**config.mk**
```make
export PLATFORM = sky130hd
export DESIGN_NAME = counter_share_arbiter
export DESIGN_NICKNAME = d
export VERILOG_FILES = /design/src/rtl/counter_share_arbiter.sv
export SDC_FILE = /design/constraint.sdc
export NUM_CORES = 1
export LEC_CHECK = 0
export BUFFER_PORTS_ARGS = -buffer_cell sky130_fd_sc_hd__buf_2
export CORE_MARGIN = 5
export CORE_UTILIZATION = 50
export DETAILED_ROUTE_END_ITERATION = 10
export PLACE_DENSITY = 0.8
export SYNTH_ARGS = -nofsm -noshare
export SYNTH_HDL_FRONTEND = slang
export SYNTH_SLANG_ARGS = --single-unit
```
**constraint.sdc**
```tcl
create_clock -name Clock -period 2.05 [get_ports Clock]
set_input_delay 0.3075 -clock Clock [delete_from_list [all_inputs] [get_ports Clock]]
set_output_delay 0.3075 -clock Clock [all_outputs]
set_load 0.05 [all_outputs]
```
**src/rtl/counter_share_arbiter.sv**
```systemverilog
// Round-robin owner selection for one shared WIDTH-bit up-counter.
// The granted requester gets an interval of term+1 counting cycles, ended by a done pulse or by an abort.
`timescale 1ns/1ps
module counter_share_arbiter #(
  parameter int N_REQ = 4,
  parameter int WIDTH = 16
) (
  input  logic                     Clock,
  input  logic                     Reset_n,
  input  logic [N_REQ-1:0]         req,
  input  logic [N_REQ*WIDTH-1:0]   len,
  output logic [N_REQ-1:0]         grant,
  output logic                     busy,
  output logic [WIDTH-1:0]         cnt,
  output logic [N_REQ-1:0]         done,
  output logic                     rollover
);

  localparam int PW  = (N_REQ > 1) ? $clog2(N_REQ) : 1;
  localparam int PW1 = PW + 1;

  typedef enum logic {S_IDLE, S_COUNT} state_t;

  state_t           r_state;
  logic [N_REQ-1:0] r_grant;
  logic [N_REQ-1:0] r_done;
  logic             r_rollover;
  logic             r_busy;
  logic [WIDTH-1:0] r_cnt;
  logic [WIDTH-1:0] r_term;
  logic [PW-1:0]    r_ptr;

  logic             w_found;
  logic [PW-1:0]    w_sel;
  logic [N_REQ-1:0] w_sel_oh;
  logic [WIDTH-1:0] w_sel_len;
  logic [PW1-1:0]   w_idx;

  // Search starts one past the last owner, so the last owner has the lowest priority.
  always_comb begin
    // NOTE: every combinational output gets a default first so no path leaves it unassigned (no latch).
    w_found   = 1'b0;
    w_sel     = '0;
    w_sel_oh  = '0;
    w_sel_len = '0;
    w_idx     = '0;
    for (int k = 1; k <= N_REQ; k++) begin
      w_idx = {1'b0, r_ptr} + PW1'(k);
      if (w_idx >= PW1'(N_REQ))
        w_idx = w_idx - PW1'(N_REQ);
      if (!w_found && req[w_idx[PW-1:0]]) begin
        w_found = 1'b1;
        w_sel   = w_idx[PW-1:0];
      end
    end
    for (int i = 0; i < N_REQ; i++) begin
      if (w_sel == PW'(i)) begin
        w_sel_oh[i] = 1'b1;
        w_sel_len   = len[i*WIDTH +: WIDTH];
      end
    end
  end

  always_ff @(posedge Clock or negedge Reset_n) begin
    if (!Reset_n) begin
      r_state    <= S_IDLE;
      r_grant    <= '0;
      r_done     <= '0;
      r_rollover <= 1'b0;
      r_busy     <= 1'b0;
      r_cnt      <= '0;
      r_term     <= '0;
      r_ptr      <= PW'(N_REQ - 1);
    end else begin
      // NOTE: state registers use non-blocking assignments so every register samples pre-edge values.
      r_done     <= '0;
      r_rollover <= 1'b0;
      case (r_state)
        S_IDLE: begin
          r_cnt <= '0;
          if (w_found) begin
            r_grant <= w_sel_oh;
            r_term  <= w_sel_len;
            r_ptr   <= w_sel;
            r_busy  <= 1'b1;
            r_state <= S_COUNT;
          end
        end
        S_COUNT: begin
          // An abort wins over a completion falling on the same edge.
          if ((req & r_grant) == '0) begin
            r_grant <= '0;
            r_cnt   <= '0;
            r_busy  <= 1'b0;
            r_state <= S_IDLE;
          end else if (r_cnt == r_term) begin
            r_done     <= r_grant;
            r_rollover <= 1'b1;
            r_grant    <= '0;
            r_cnt      <= '0;
            r_busy     <= 1'b0;
            r_state    <= S_IDLE;
          end else begin
            r_cnt <= r_cnt + WIDTH'(1);
          end
        end
        default: r_state <= S_IDLE;
      endcase
    end
  end

  assign grant    = r_grant;
  assign busy     = r_busy;
  assign cnt      = r_cnt;
  assign done     = r_done;
  assign rollover = r_rollover;

endmodule

```
==> impl_metrics.ini <==
[floorplan]
coreArea_um2 = 5172
rows = 26
die_area_um2 = 6990
chipHeight_um = 83.61
io_pins = 96
dieWidth_um = 83.61
initial_core_util = 0.5237

[routing]
dr.pass1.iters = 4
num_vias = 2412
first_iter_violations = 135
wirelength_um = 6855
ant_nets = 0
routed_via_density = 5.384
drc = 0
avgRoutedWirePerCell_um = 15.30

[worst_setup_path]
end_kind = register
cp.required_ns = 2.27
worstPathMaxFanout = 9
rr_worst_depth = 6
arrival_ns = 2.12
critPathKind = reg2reg
start_kind = register

[global_routing]
grt_pass1_vias = 2454
grt.overflow.total = 0
grt_max_degree = 46
antenna_found_initial = 0
track_usage = 0.1970
grt_pass1_wl_um = 11420

[yosys]
ys_top_cells_by_area = dfrtp_1 40%, xor2_1 6.8%, mux2i_1 5.9%
synth_seq_cells = 45
synth_fp_nets = 351
yosysUniqueCellTypes = 39
netlist_area_um2 = 2709
synth_top_area_share = 0.3972
synthCells = 280
yosysTopAreaCell = dfrtp_1
ys_seq_area_frac = 0.4166
yosys_warnings = 0
syn_avg_cell_area_um2 = 9.674

[pwr]
vdd_drop_max_mv = 0.7402
power_leakage_nw = 1.639
p_per_area_nw_per_um2 = 1154

[timing]
setup_tns_ns = 0
fin_crit_sh = 0.9295
worst_slew_pin_slew_ns = 0.5992
hold_violations = 0
fin_skew_ns = 0.005144
max_freq_ghz = 0.5248
fin_crit_ns = 1.905
setup_viol = 0
slew_headroom = 0.5982
drv_slew = 0
whs_ns = 0.07551
rsz0062_at_grt = false

[job]
maxCapViolCount = 0

[clock_network]
root_buffer = clkbuf_8
h-tree-depth = 2
cts_tree = yes
clock_path_buffers = 2
cts_buffers = 5
clock_latency_ns = 0.29
clkSinkCount = 45
post_cts_buffers = 0
cts.clk_slew.worst_paths_ns = 0.08

[placement]
hpwl_um = 5292
place_congestion = 0.8629
place.port_buffers = 95

[final_layout]
fillCellCount = 443
fin_nets = 448
layout_commonest_cell = buf_2
drive_gt1_frac = 0.3333
syn_to_final_growth_pct = 24.76
insertedDiodeCount = 0
mostFrequentLayoutCells = 95 x buf_2, 43 x dfrtp_1, 27 x nor2_1, 26 x nand2_1, 21 x xor2_1

[run_status]
run_status = finished, final reports clean

[hold_path]
holdCritPathClass = in2async
where the power goes:
part           internal (mW)  switching [mW]  total (mW)
Clock                  0.397           0.284       0.681
Sequential              1.15           0.227        1.37
Combinational          0.724            1.12        1.84
per-stage QoR:
stage / power, mW / cell area [um2] / worst slack [ns] / instances / utilization
6_report: 3.899 / 3379 / 0.1445 / 448 / 0.6534
3_3_place_gp: 3.167 / 3258 / 0.2161 / 440 / 0.6299
2_1_floorplan: 2.796 / 2709 / 0.1705 / 280 / -
5_1_grt: 4.155 / 3379 / 0.05465 / 448 / 0.6534
3_5_place_dp: 3.221 / 3258 / 0.1698 / 440 / 0.6299
4_1_cts: 3.912 / 3374 / 0.1391 / 448 / 0.6524
layout make-up:
type | instances | area [um2] | area share
Tap cell | 70 | 87.58 | 0.02592
Sequential cell | 45 | 1129 | 0.3339
Multi-Input combinational cell | 214 | 1465 | 0.4335
Clock buffer | 7 | 86.33 | 0.02555
Timing Repair Buffer | 104 | 555.5 | 0.1644
Clock inverter | 1 | 30.03 | 0.008886
Inverter | 7 | 26.28 | 0.007775
worst max-delay path, cell delays in order (launching register included):
cell and delay (ns):
dfstp_2 0.57, mux2i_4 0.28, a2bb2oi_4 0.29, buf_4 0.22, nand3_1 0.08, a211o_1 0.29
o211ai_1 0.10
worst paths after layout:
kind,to,slack [ns],startpoint
setup / recovery,r_term[11]$_DFFE_PN0P_,0.14,r_ptr[1]$_DFFE_PN1P_
hold / removal,busy$_DFFE_PN0P_,0.08,Reset_n
setup reg to reg,r_term[11]$_DFFE_PN0P_,0.14,r_ptr[1]$_DFFE_PN1P_
hold reg to reg,r_term[0]$_DFFE_PN0P_,0.53,r_term[0]$_DFFE_PN0P_
max in group asynchronous,cnt[7]$_DFF_PN0_,1.59,Reset_n
min in group Clock,r_term[13]$_DFFE_PN0P_,0.32,len[13]
metal layers:
| metal | vias up | routed length [um] | global-route usage |
|---|---|---|---|
| li1 | 1198 | - | - |
| met1 | 1135 | 3013 | 0.2604 |
| met2 | 77 | 3405 | 0.3203 |
| met3 | 2 | 394 | 0.04146 |
| met4 | 0 | 41 | 0.06725 |
| met5 | - | 0 | 0 |
cells in the mapped netlist (all sizes together):
cell,count
dfrtp,43
nand2,28
nor2,27
nand3,21
xor2,21
o21ai,19
mux2i,17
a211o,16
o211ai,16
buf,14
xnor2,9
inv,7
nand4,5
nor3,5
nor4,5
a22oi,4
a21oi,2
dfstp,2
nor2b,2
o221ai,2
or2,2
a21boi,1
a21o,1
a2bb2oi,1
and2,1
and2b,1
and3,1
and3b,1
and4,1
ha,1
o21ba,1
o21bai,1
o2bb2ai,1
o31ai,1
state kept, by name (all words and copies together), names as in the netlist:
name	cells
r_ptr	2
grant	4
r_state	1
rollover	1
r_term	16
cnt	16
done	4
busy	1
cell families after synthesis:
logic type,after synthesis,share of synthesized area
AOI/OAI and AO/OA,66,0.1931
xor gates and xnor gates,30,0.09700
adders and majority gates,1,0.004618
buffers and inverters,21,0.04434
DFF,45,0.4166
muxes,17,0.06743
and+or+nand+nor,100,0.1769
timing repair:
item | 4_1_cts | 5_1_grt
setup endpoints to repair | 0 | 16
hold buffers | 0 | 0
gates resized for setup | 0 | 1
Note: power is estimated with default switching activity, not from simulation.
